`src/rtl/mips_muldiv_pkg.sv`:
```
// ============================================================================
// Module      : mips_muldiv_pkg
// Description : Shared decode constants and state encoding for the MIPS
//               multiply/divide sequencer.
// Revision    : 1.0 - initial release
// ============================================================================
`default_nettype none

package mips_muldiv_pkg;

    localparam logic [1:0] ALUOP_RTYPE = 2'b10;

    localparam logic [5:0] FUNCT_MFHI  = 6'b010000;
    localparam logic [5:0] FUNCT_MTHI  = 6'b010001;
    localparam logic [5:0] FUNCT_MFLO  = 6'b010010;
    localparam logic [5:0] FUNCT_MTLO  = 6'b010011;
    localparam logic [5:0] FUNCT_MULT  = 6'b011000;
    localparam logic [5:0] FUNCT_MULTU = 6'b011001;
    localparam logic [5:0] FUNCT_DIV   = 6'b011010;
    localparam logic [5:0] FUNCT_DIVU  = 6'b011011;

    localparam logic MODE_MUL = 1'b0;
    localparam logic MODE_DIV = 1'b1;

    typedef enum logic [1:0] {
        IDLE = 2'd0,
        MUL  = 2'd1,
        DIV  = 2'd2,
        FIX  = 2'd3
    } state_e;

    // Every funct that touches HI/LO and must therefore wait out an operation
    function automatic logic is_hilo_funct(input logic [5:0] f);
        return (f == FUNCT_MFHI) || (f == FUNCT_MTHI) || (f == FUNCT_MFLO) ||
               (f == FUNCT_MTLO) || (f == FUNCT_MULT) || (f == FUNCT_MULTU) ||
               (f == FUNCT_DIV)  || (f == FUNCT_DIVU);
    endfunction

endpackage

`default_nettype wire

```
`src/rtl/muldiv_step.sv`:
```
// ============================================================================
// Module      : muldiv_step
// Description : One combinational iteration: shift-add multiply or
//               shift-subtract restoring divide, selected by mode.
// Revision    : 1.0 - initial release
// ============================================================================
`default_nettype none

module muldiv_step
    import mips_muldiv_pkg::*;
#(
    parameter int WIDTH = 32
) (
    input  logic             mode,
    input  logic [WIDTH-1:0] acc_in,
    input  logic [WIDTH-1:0] work_in,
    input  logic [WIDTH-1:0] operand,
    output logic [WIDTH-1:0] acc_out,
    output logic [WIDTH-1:0] work_out
);

    logic [WIDTH:0] w_sum;
    logic [WIDTH:0] w_rem_sh;
    logic [WIDTH:0] w_diff;

    assign w_sum    = {1'b0, acc_in} + (work_in[0] ? {1'b0, operand} : '0);
    assign w_rem_sh = {acc_in, work_in[WIDTH-1]};
    // Remainder stays below the divisor, so bit WIDTH of the difference is the borrow
    assign w_diff   = w_rem_sh - {1'b0, operand};

    always_comb begin
        acc_out  = '0;
        work_out = '0;
        if (mode == MODE_MUL) begin
            acc_out  = w_sum[WIDTH:1];
            work_out = {w_sum[0], work_in[WIDTH-1:1]};
        end else begin
            acc_out  = w_diff[WIDTH] ? w_rem_sh[WIDTH-1:0] : w_diff[WIDTH-1:0];
            work_out = {work_in[WIDTH-2:0], ~w_diff[WIDTH]};
        end
    end

endmodule

`default_nettype wire

```
`src/rtl/muldiv_sequencer.sv`:
```
// ============================================================================
// Module      : muldiv_sequencer
// Description : Iterative multiply/divide controller owning HI/LO, with
//               hazard stall generation for the EX stage.
// Revision    : 1.0 - initial release
// ============================================================================
`default_nettype none

module muldiv_sequencer
    import mips_muldiv_pkg::*;
#(
    parameter int WIDTH = 32,
    parameter int CNT_W = 5
) (
    input  logic             clk,
    input  logic             reset,
    input  logic             ex_valid,
    input  logic [1:0]       ALUop,
    input  logic [5:0]       funct,
    input  logic [WIDTH-1:0] rs_val,
    input  logic [WIDTH-1:0] rt_val,
    output logic [WIDTH-1:0] hilo_out,
    output logic             busy,
    output logic             stall,
    output logic             done,
    output logic [WIDTH-1:0] hi,
    output logic [WIDTH-1:0] lo
);

    state_e             state_q, state_d;
    logic [CNT_W-1:0]   cnt_q, cnt_d;
    logic [WIDTH-1:0]   acc_q, acc_d;
    logic [WIDTH-1:0]   work_q, work_d;
    logic [WIDTH-1:0]   opnd_q, opnd_d;
    logic               neg_res_q, neg_res_d;
    logic               neg_rem_q, neg_rem_d;
    logic               op_div_q, op_div_d;
    logic               done_q, done_d;
    logic [WIDTH-1:0]   hi_q, hi_d;
    logic [WIDTH-1:0]   lo_q, lo_d;

    logic               w_rtype;
    logic               w_start_mul;
    logic               w_start_div;
    logic               w_signed;
    logic [WIDTH-1:0]   w_rs_abs;
    logic [WIDTH-1:0]   w_rt_abs;
    logic [WIDTH-1:0]   w_step_acc;
    logic [WIDTH-1:0]   w_step_work;
    logic [2*WIDTH-1:0] w_product;
    logic [2*WIDTH-1:0] w_product_fix;

    assign w_rtype     = ex_valid && (ALUop == ALUOP_RTYPE);
    assign w_start_mul = w_rtype && ((funct == FUNCT_MULT) || (funct == FUNCT_MULTU));
    assign w_start_div = w_rtype && ((funct == FUNCT_DIV)  || (funct == FUNCT_DIVU));
    assign w_signed    = (funct == FUNCT_MULT) || (funct == FUNCT_DIV);
    assign w_rs_abs    = (w_signed && rs_val[WIDTH-1]) ? -rs_val : rs_val;
    assign w_rt_abs    = (w_signed && rt_val[WIDTH-1]) ? -rt_val : rt_val;

    assign w_product     = {acc_q, work_q};
    assign w_product_fix = neg_res_q ? -w_product : w_product;

    muldiv_step #(
        .WIDTH    (WIDTH)
    ) u_step (
        .mode     ((state_q == DIV) ? MODE_DIV : MODE_MUL),
        .acc_in   (acc_q),
        .work_in  (work_q),
        .operand  (opnd_q),
        .acc_out  (w_step_acc),
        .work_out (w_step_work)
    );

    always_comb begin
        state_d   = state_q;
        cnt_d     = cnt_q;
        acc_d     = acc_q;
        work_d    = work_q;
        opnd_d    = opnd_q;
        neg_res_d = neg_res_q;
        neg_rem_d = neg_rem_q;
        op_div_d  = op_div_q;
        done_d    = 1'b0;
        hi_d      = hi_q;
        lo_d      = lo_q;
        case (state_q)
            IDLE: begin
                if (w_start_mul || w_start_div) begin
                    state_d   = w_start_mul ? MUL : DIV;
                    cnt_d     = '0;
                    acc_d     = '0;
                    work_d    = w_rs_abs;
                    opnd_d    = w_rt_abs;
                    neg_res_d = w_signed && (rs_val[WIDTH-1] ^ rt_val[WIDTH-1]);
                    neg_rem_d = w_signed && rs_val[WIDTH-1];
                    op_div_d  = w_start_div;
                end else if (w_rtype && (funct == FUNCT_MTHI)) begin
                    hi_d = rs_val;
                end else if (w_rtype && (funct == FUNCT_MTLO)) begin
                    lo_d = rs_val;
                end
            end
            MUL, DIV: begin
                acc_d  = w_step_acc;
                work_d = w_step_work;
                cnt_d  = cnt_q + 1'b1;
                if (cnt_q == {CNT_W{1'b1}}) begin
                    state_d = FIX;
                end
            end
            FIX: begin
                state_d = IDLE;
                done_d  = 1'b1;
                if (op_div_q) begin
                    lo_d = neg_res_q ? -work_q : work_q;
                    hi_d = neg_rem_q ? -acc_q  : acc_q;
                end else begin
                    hi_d = w_product_fix[2*WIDTH-1:WIDTH];
                    lo_d = w_product_fix[WIDTH-1:0];
                end
            end
            default: state_d = IDLE;
        endcase
    end

    always_ff @(posedge clk) begin
        if (reset) begin
            state_q   <= IDLE;
            cnt_q     <= '0;
            acc_q     <= '0;
            work_q    <= '0;
            opnd_q    <= '0;
            neg_res_q <= 1'b0;
            neg_rem_q <= 1'b0;
            op_div_q  <= 1'b0;
            done_q    <= 1'b0;
            hi_q      <= '0;
            lo_q      <= '0;
        end else begin
            state_q   <= state_d;
            cnt_q     <= cnt_d;
            acc_q     <= acc_d;
            work_q    <= work_d;
            opnd_q    <= opnd_d;
            neg_res_q <= neg_res_d;
            neg_rem_q <= neg_rem_d;
            op_div_q  <= op_div_d;
            done_q    <= done_d;
            hi_q      <= hi_d;
            lo_q      <= lo_d;
        end
    end

    assign busy  = (state_q != IDLE);
    assign stall = busy && w_rtype && is_hilo_funct(funct);
    assign done  = done_q;
    assign hi    = hi_q;
    assign lo    = lo_q;

    always_comb begin
        hilo_out = '0;
        if (w_rtype && (funct == FUNCT_MFHI)) begin
            hilo_out = hi_q;
        end else if (w_rtype && (funct == FUNCT_MFLO)) begin
            hilo_out = lo_q;
        end
    end

endmodule

`default_nettype wire

```
`config.mk`:
```
export PLATFORM = sky130hd
export DESIGN_NAME = muldiv_sequencer
export DESIGN_NICKNAME = d
export VERILOG_FILES = /design/src/rtl/mips_muldiv_pkg.sv /design/src/rtl/muldiv_step.sv /design/src/rtl/muldiv_sequencer.sv
export SDC_FILE = /design/constraint.sdc
export NUM_CORES = 1
export LEC_CHECK = 0
export CAP_MARGIN = 25
export CELL_PAD_IN_SITES_DETAIL_PLACEMENT = 1
export CELL_PAD_IN_SITES_GLOBAL_PLACEMENT = 2
export CORE_MARGIN = 3
export CORE_UTILIZATION = 35
export DETAILED_ROUTE_END_ITERATION = 12
export PLACE_DENSITY = 0.86
export SYNTH_ARGS = -nofsm -noshare
export SYNTH_HDL_FRONTEND = slang
export SYNTH_SLANG_ARGS = --single-unit
export TNS_END_PERCENT = 50
```
`constraint.sdc`:
```
create_clock -name clk -period 10.4 [get_ports clk]
set_clock_uncertainty 0.05 [all_clocks]
set_input_delay 3.12 -clock clk [delete_from_list [all_inputs] [get_ports clk]]
set_output_delay 3.12 -clock clk [all_outputs]
set_load 0.02 [all_outputs]
```
Yosys cells after proc, flatten, opt, wreduce, memory -nomap -nowiden
Cells that the tools add are included.

storage, ports and cells
  input port bits = 75
  word-level logic and storage cells = 105
  register bits = 171
  output and inout port bits = 99

cells by class
  equality and inequality tests = 19
  bitwise logic cells = 2
  mux-type cells = 32
  reduce and logical (&&, ||, !) cells = 33
  add/sub/neg operators = 8

operator list
  cell                 number
  $mux 32              19
  $pmux 32 s2          4
  $neg 32->32          4
  $mux 64              1
  $neg 64->64          1
  $eq 6x5->1 const B   8
  $add 32x33->33       1
  $sub 33x32->33       1
  $logic_and 1x1->1    12
  $ne 2x2->1 const B   6
  $logic_or 1x1->1     11
  $pmux 5 s2           1
  $eq 2x2->1 const B   3
  $mux 2               3
  $pmux 2 s3           1
  $reduce_and 2->1     3
  $reduce_bool 2->1    3
  $add 5x1->5 const B  1
  $eq 5x5->1 const B   1
  $mux 5               1
  $reduce_and 4->1     1
  $reduce_and 3->1     1
  $eq 2x1->1 const B   1
  $logic_not 2->1      1
  other kinds (4)      5

Longest topological paths before layout
Gate-level depths: netlist (run 1).

  depth after elaboration = 9
  gate-level depth with buffers = 16
  mapped depth without buffers = 14

Cells and area by module
From an unflattened synthesis (run 1), not the netlist that was laid out.

unflattened totals
  cells, all modules = 2072
  area, all modules = 15630.0 sq um

by module, submodules not included
  module            seq. area each (sq um)  times used  cells an instance  area each (sq um)
  muldiv_sequencer  3423.3                  1           1391               10934.2
  muldiv_step       0.0                     1           681                4695.8

Least setup slack after synthesis (run 1)
Ideal clock, no wire load.

  kind = input -> output
  start point = input funct[2]
  end point = output hilo_out[10]
  buffers on the path = 3
  path slack = 2217 ps
  arrival time = 5013 ps
  stages on the path = 7
  cell sequence = or3b_2 > or3_1 > clkbuf_1 > or3_1 > clkbuf_1 > clkbuf_1 > nor2_1

on the way
  cells in the longest elaborated chain, start to end = 4

RTL lines
  what               RTL line                 text
  start, declared    muldiv_sequencer.sv:19   input logic [5:0] funct,
  $eq 6x5->1         muldiv_sequencer.sv:164  end else if (w_rtype && (funct == FUNCT_MFLO)) begin
  $logic_and 1x1->1  muldiv_sequencer.sv:164
  $mux 32            muldiv_sequencer.sv:164
  $mux 32 (*)        muldiv_sequencer.sv:162  if (w_rtype && (funct == FUNCT_MFHI)) begin
  end, declared      muldiv_sequencer.sv:22   output logic [WIDTH-1:0] hilo_out,

Mark *: on every way between the ends. The rest lies on a longest branch, timed or not.

Worst setup path in the final report (run 1)
  start point = input funct[4]
  end point = output hilo_out[25]

The elaborated chain is that of the path after synthesis.

==> results of run 1 <==
==> layout make-up <==
type	instances	area, um^2	area share [%]
clock inverter	14	111	0.645
clock buffer	18	439	2.54
tap	532	666	3.86
timing repair buffer	191	1860	10.8
multi-input combinational	1634	10500	60.8
sequential	171	3420	19.8
inverter	68	255	1.48
antenna	1	2.50	0.0145
==> synth_stat cells, types with 10 or more instances <==
cell / number
nand3_1: 28
o41ai_1: 10
xor2_1: 93
dfxtp_1: 171
inv_1: 68
nand2b_1: 15
o21ai_0: 101
nand2_1: 186
o31ai_1: 23
or3_1: 29
o21ai_1: 11
a311oi_1: 10
ha_1: 73
nor3_1: 39
a21o_1: 42
mux2i_1: 73
o21a_1: 11
a22oi_1: 21
xnor2_1: 72
a31oi_1: 20
o211ai_1: 40
nor2_1: 294
clkbuf_1: 122
nor4_1: 12
a211oi_1: 79
a21oi_1: 198
==> sequential cells by signal (all words and copies together), names as in the netlist <==
| signal | cells |
|---|---|
| done | 1 |
| work_q | 32 |
| op_div_q | 1 |
| acc_q | 32 |
| state_q | 2 |
| cnt_q | 5 |
| lo | 32 |
| opnd_q | 32 |
| neg_rem_q | 1 |
| neg_res_q | 1 |
| hi | 32 |
==> logic make-up after synthesis <==
| family | count (synthesis) | share of synthesized area (%) |
|---|---|---|
| xor+xnor | 165 | 9.87 |
| compound gates | 639 | 28.4 |
| simple gates | 680 | 21.3 |
| flops | 171 | 23.4 |
| mux | 75 | 5.14 |
| buf+inv | 209 | 5.49 |
| fa+ha+maj | 75 | 6.51 |
==> worst min path at each step <==
stage | startpoint | endpoint | slack, ns | cells after the start
5_1_grt | opnd_q[17] | opnd_q[17] | 0.46 | 2
6_report | opnd_q[17] | opnd_q[17] | 0.43 | 2
3_3_place_gp | opnd_q[17] | opnd_q[17] | 0.40 | 2
4_1_cts | opnd_q[17] | opnd_q[17] | 0.43 | 2
3_5_place_dp | opnd_q[17] | opnd_q[17] | 0.42 | 2
2_1_floorplan | opnd_q[17] | opnd_q[17] | 0.38 | 2
==> per-layer routing <==
layer	share of wire, %	global-route usage (%)	wire length (um)	vias to the layer above
met5	0	0	0	-
met4	3.0	9.28	1790	0
met3	4.1	4.17	2450	73
met2	48	46.7	29200	352
met1	45	34.0	26900	7599
li1	-	-	-	7374
==> worst register-to-register path, delay by kind of cell, from the launching register on <==
kind / cells / cell delay (ns)
AO/OA/AOI/OAI: 7 / 1.99
buffers and inverters: 2 / 0.70
flip-flops: 1 / 0.50
adder cells (fa/ha/maj): 1 / 0.46
AND/OR/NAND/NOR: 2 / 0.32
XOR/XNOR: 1 / 0.19
==> through the flow <==
step	instance area [um^2]	std cells	setup WS [ns]
CTS	17200	2627	1.27
global route	17300	2628	1.18
detailed placement	16700	2595	1.27
global placement	16700	2595	1.38
finish	17300	2629	1.27
floorplan	14600	2014	2.22
==> power breakdown <==
part / switching (W) / internal (W) / total, W
clock: 0.000326 / 0.000315 / 0.000641
combinational: 0.000627 / 0.000311 / 0.000939
sequential: 0.0000530 / 0.000681 / 0.000734
==> key figures, run 1 <==
Run status
  – Status: completed

Power
  – Peak VDD IR: approximately 0.11 mV
  – Total chip power: between 0.002 and 0.0025 W
  – Leakage dissipation: roughly 6.6 nW
  – PD cells: about 130 nW/um^2

Setup path
  – CP cell instances: clkdlybuf4s50_1 -> or3b_2 -> or3_1 -> or3_1 -> buf_4 -> nor2_1 -> clkdlybuf4s50_1
  – Reg2Reg Launch Point: acc_q[0]
  – Crit start category: input port
  – Crit path depth: 7
  – Kind of critical path: in2out
  – Bufs and invs on worst path: 3
  – Worst Path Max Fanout: 32
  – CP endpoint: hilo_out[25]
  – Worst endpoint required time: 7.23 ns
  – Reg2reg path depth: 13
  – R2R Setup Slk: a little over 6 ns
  – Slowest stage cell, crit path: clkdlybuf4s50_1
  – Worst path max stage delay: ~0.65 ns
  – Crit path launch: funct[4]
  – Arrival @ worst endpoint: 5.96 ns
  – Crit. End Element: output pin
  – CP top delay family: simple AND/OR/NAND/NOR gates
  – Reg-to-Reg End: acc_q[16]

Die
  – IO Count: about 170
  – Starting density of the core: 35.6%
  – Core area: 41100 um^2
  – Die height: 211 um
  – Site row count: 74
  – Die Area: between 40000 and 50000 um^2
  – Die width: between 200 and 250 um

Clock tree
  – Postcts setup bufs: 0
  – TritonCTS Buffers: 17
  – Hold-fix buffers, CTS: 0
  – Gates resized, CTS repair: 0
  – CTS tree: yes
  – Number of buffers on the longest clock path: 2
  – Clock latency on the worst-skew pair: approximately 0.50 ns
  – Root Buffer: clkbuf_16
  – Clk sinks: roughly 170
  – H-tree Lvls: 4
  – Clock slew at reported path FFs: roughly 0.070 ns

Layout
  – Commonest non-fill, non-tap cell in the layout: nor2_1
  – Filler cells: around 5100
  – Layout Utilization: a little over two fifths
  – Share of layout cells above drive strength 1: about 4.2%
  – Highest-count cells in the layout ignoring fill and taps: nor2_1, a21oi_1, nand2_1
  – Area Growth Syn to Fin: 17.9%
  – Nets: 2233

Place
  – DP HPWL: 46.6 mm
  – Gpl congestion: 0.894
  – IO buf count: ~170

Yosys
  – Cell area after synthesis: 14600 um^2
  – Yosys top cell area share: a little under a quarter
  – Register area share after synthesis: about a quarter
  – Top post-synthesis cells by area: dfxtp_1, nor2_1, a21oi_1
  – Post-synth EDFFs: 0
  – Mapped Nets: ~2200
  – Synth warnings: 0
  – Dominant cell type by area after synthesis: dfxtp_1
  – Top_reg_cell synth: dfxtp_1
  – Ys async rst share: 0%
  – Yosys reg bits: roughly 170
  – Netlist cell types: a little under 80
  – Post-Syn Instances: just over 2000
  – Post-Syn Area per Cell: between 7 and 8 um^2

Job
  – Max cap viols: 0

Detailed routing
  – DR vias/cell: 5.86
  – DR vias: 15400
  – Number of remaining DRC errors: 0
  – Number of DRC markers in iteration 0: ~750
  – DRT antenna net count: 0
  – Routed len/inst: about 23 um
  – Final WL: around 60 mm
  – Detailed Routing Iterations Pass 1: 5

Timing
  – Final hold viol count: 0
  – Max transition margin: 29.5%
  – Hold Worst Slack: around 0.43 ns
  – RSZ-0062 raised after global routing: false
  – Least-Margin Pin Slew: between 1 and 1.5 ns
  – Min Tclk post-route: around 9.1 ns
  – Achievable frequency: approximately 110 MHz
  – Final period util: about 90%
  – Slew Viols, Final: 0
  – Final TNS setup: 0 ns
  – Endpoints failing setup: 0

Global route
  – First-pass GRT wire length: approximately 93 mm
  – Gr usage total: ~27%
  – Largest net degree at the start of global routing: 81
  – Initial antenna violation count: 0
  – Vias in the first global route: roughly 16000
  – Overflow after GRT: 0

Hold path
  – HP Class: reg2reg
No activity file was read; power rests on OpenSTA's default activity.
==> inputs of run 2 (changes only) <==
- CORE_ASPECT_RATIO: unset -> 0.6
- CORE_UTILIZATION: 35 -> 36
- GPL_TIMING_DRIVEN: unset -> 0
- PLACE_DENSITY: 0.86 -> 0.87
- SYNTH_HIERARCHICAL: unset -> 1
==> run 2 against run 1 <==
Effect of this change:
- wire length up 35%
- count of clock-buffer cells in the layout is the same
- setup slack lost 0.35 ns
- first-iteration DRC count increased to 2.8 times the previous value
- global-route usage increased by 7.5 points
- clock power is 2% higher
- via count increased by 17%
- register-to-register slack lost 1.1 ns
- highest routed layer is now met5
==> key figures, run 2 <==
Layout
  – FF/Latch Area: 3420 um^2 (unchanged)
  – Filler cells: 5290 (was 5121)
  – Commonest non-fill, non-tap cell in the layout: nor2_1 (unchanged)
  – Highest-count cells in the layout ignoring fill and taps: nor2_1, dfxtp_1, clkdlybuf4s50_1 (was nor2_1, a21oi_1, nand2_1)
  – Area Growth Syn to Fin: 19.5% (was 17.9%)
  – Area of the multi-input gates: 11400 um^2 (was 10500 um^2)
  – Share of layout cells above drive strength 1: 6.49% (was 4.25%)
  – Nets: 2419 (was 2233)

Setup path
  – R2R Setup Slk: 4.93 ns (was 6.05 ns)
  – Worst endpoint required time: 7.23 ns (about the same)
  – Worst Path Max Fanout: 10 (was 32)
  – CP cell instances: clkdlybuf4s50_1 -> nor3b_2 -> nand2_1 -> or3_1 -> clkbuf_1 -> clkbuf_1 -> nor2_1 -> clkdlybuf4s50_1 (was clkdlybuf4s50_1 -> or3b_2 -> or3_1 -> or3_1 -> buf_4 -> nor2_1 -> clkdlybuf4s50_1)
  – Crit start category: input port (unchanged)
  – Kind of critical path: in2out (unchanged)
  – Arrival @ worst endpoint: 6.31 ns (was 5.96 ns)
  – Worst path max stage delay: 0.63 ns (was 0.65 ns)
  – Slowest stage cell, crit path: clkdlybuf4s50_1 (unchanged)
  – Crit. End Element: output pin (unchanged)

Job
  – Max cap viols: 0 (unchanged)

Yosys
  – Top cells by count, synth: nor2_1, dfxtp_1, a21oi_1 (was nor2_1, a21oi_1, nand2_1)
  – Synth warnings: 6 (was 0)
  – Top_reg_cell synth: dfxtp_1 (unchanged)
  – Post-Syn Area per Cell: 7.54 um^2 (was 7.27 um^2)
  – Netlist cell types: 101 (was 77)
  – Post-Syn Instances: 2072 (was 2014)
  – Register area share after synthesis: 21.9% (was 23.4%)
  – Dominant cell type by area after synthesis: dfxtp_1 (unchanged)
  – Yosys reg bits: 171 (unchanged)
  – Ys async rst share: 0% (unchanged)
  – Yosys top cell area share: 21.9% (was 23.4%)
  – Mapped Nets: 2223 (was 2164)
  – Top-count cell post-synth: nor2_1 (unchanged)
  – Cell area after synthesis: 15600 um^2 (was 14600 um^2)
  – Top post-synthesis cells by area: dfxtp_1, nor2_1, ha_1 (was dfxtp_1, nor2_1, a21oi_1)
  – Post-synth EDFFs: 0 (unchanged)

Power
  – Peak VDD IR: 0.116 mV (was 0.111 mV)
  – Sw Share: 51.6% (was 43.5%)
  – Combinational power share: 54.3% (was 40.6%)
  – Reg power frac: 25.4% (was 31.7%)
  – Leakage dissipation: 6.81 nW (was 6.55 nW)
  – NetSw: 0.00166 W (was 0.00101 W)
  – PD cells: 172 nW/um^2 (was 134 nW/um^2)
  – Clock group share of total power: 20.3% (was 27.7%)
  – Internal Pwr Total: 0.00156 W (was 0.00131 W)

Global route
  – Largest net degree at the start of global routing: 18 (was 81)
  – Initial antenna violation count: 3 (was 0)
  – Overflow after GRT: 0 (unchanged)
  – First-pass GRT wire length: 118 mm (was 93.3 mm)
  – Vias in the first global route: 17400 (was 15600)
  – Gr usage total: 34.4% (was 26.9%)

Die
  – Die height: 167 um (was 211 um)
  – Die Area: 46000 um^2 (was 44300 um^2)
  – Core area: 42400 um^2 (was 41100 um^2)
  – IO Count: 174 (unchanged)
  – Die width: 275 um (was 211 um)
  – Site row count: 58 (was 74)
  – Starting density of the core: 36.9% (was 35.6%)

Timing
  – Achievable frequency: 105 MHz (was 109 MHz)
  – Final TNS setup: 0 ns (unchanged)
  – Slew Viols, Final: 0 (unchanged)
  – Min Tclk post-route: 9.48 ns (was 9.13 ns)
  – RSZ-0062 raised after global routing: false (unchanged)
  – Final hold viol count: 0 (unchanged)
  – Max transition margin: 25.7% (was 29.5%)
  – Final setup margin: 0.919 ns (was 1.27 ns)
  – Final period util: 91.2% (was 87.8%)
  – Hold Worst Slack: 0.430 ns (was 0.432 ns)
  – Least-Margin Pin Slew: 1.11 ns (was 1.05 ns)
  – Endpoints failing setup: 0 (unchanged)

Clock tree
  – Number of buffers on the longest clock path: 2 (unchanged)
  – Clk sinks: 171 (unchanged)
  – Clock slew at reported path FFs: 0.08 ns (was 0.07 ns)
  – H-tree Lvls: 4 (unchanged)
  – Gates resized, CTS repair: 0 (unchanged)
  – Clock latency on the worst-skew pair: 0.47 ns (was 0.50 ns)
  – CTS tree: yes (unchanged)
  – Hold-fix buffers, CTS: 0 (unchanged)
  – Postcts setup bufs: 0 (unchanged)
  – TritonCTS Buffers: 17 (unchanged)
  – Root Buffer: clkbuf_16 (unchanged)

Detailed routing
  – Final WL: 81.3 mm (was 60.3 mm)
  – Detailed Routing Iterations Pass 1: 6 (was 5)
  – DRT antenna net count: 0 (unchanged)
  – Number of remaining DRC errors: 0 (unchanged)
  – Routed len/inst: 28.5 um (was 22.9 um)
  – DR vias/cell: 6.34 (was 5.86)
  – Number of DRC markers in iteration 0: 2099 (was 748)
  – DR vias: 18100 (was 15400)

Run status
  – Status: completed (unchanged)

Place
  – DP HPWL: 66.4 mm (was 46.6 mm)
  – Gpl congestion: 1.03 (was 0.894)
  – DP Worst Slack: 1.02 ns (was 1.27 ns)
  – IO buf count: 171 (was 173)

Hold path
  – HP Class: reg2reg (unchanged)
==> run 2: cell types whose count changed after synthesis, sizes merged, moves of 13 or more <==
cell,before,now
a21o,42,20
a21oi,198,160
a22oi,21,39
and2,9,43
mux2,2,35
nand2,186,153
nor2,294,258
o211ai,40,22
o221ai,4,19
o31ai,24,37
xor2,93,77
==> run 2: area by class of cell <==
class                   instances  area share, %
diodes                          3         0.0402
plain buffers                 138           2.99
clock buffers                  18           2.30
clock inverters                14          0.676
inverters                      63           1.27
multi-input cells            1700           61.1
flip-flops and latches        171           18.3
well taps                     570           3.82
repair buffers                177           9.52
==> run 2: cell families (layout without fill, tap and decap cells) <==
logic type / Yosys count / in the layout / synth area share [%]
DFF: 171 / 171 / 21.9
other: 0 / 3 / 0
buffers and inverters: 201 / 410 / 5.08
adders and majority gates: 76 / 76 / 6.18
xor gates and xnor gates: 157 / 157 / 8.92
and+or+nand+nor: 725 / 725 / 23.2
muxes: 99 / 99 / 6.62
AOI/OAI and AO/OA: 643 / 643 / 28.1
==> run 2: path summary, 6_finish.rpt <==
path	end	from	cells after the start
setup / recovery	hilo_out[16]	funct[4]	8
hold / removal	opnd_q[31]	opnd_q[31]	2
setup reg to reg	acc_q[31]	work_q[0]	14
hold reg to reg	opnd_q[31]	opnd_q[31]	2
==> run 2: power by group through the flow <==
| stage | clock (W) | combinational (W) | sequential, W |
|---|---|---|---|
| finish | 0.000653 | 0.00175 | 0.000817 |
| global route | 0.000679 | 0.00181 | 0.000814 |
| CTS | 0.000654 | 0.00165 | 0.000803 |
| detailed placement | 0 | 0.00164 | 0.000819 |
| global placement | 0 | 0.00162 | 0.000815 |
| floorplan | 0 | 0.00107 | 0.000763 |
==> run 2: worst max-delay path: cells and delay by family <==
family                 cells  cell delay, ns
and+or+nand+nor            4            1.28
buffers and inverters      4            1.90
==> run 2: layer usage <==
layer	share of wire [%]	vias to the layer above	wire, um	global-route usage [%]
met1	48	9040	39100	52.3
met4	1.6	2	1310	6.47
met3	13	84	10900	15.1
met2	37	908	29900	43.4
met5	0.13	-	108	1.89
li1	-	8049	-	-
==> run 2: per-stage QoR <==
stage               std cells  power (W)  cell area [um^2]  util (%)
detailed placement       2816    0.00246             18100      42.7
global route             2852    0.00331             18700      44.1
global placement         2813    0.00243             18100      42.6
CTS                      2848    0.00311             18600      44.0
floorplan                2072    0.00183             15600         -
finish                   2854    0.00322             18700      44.1
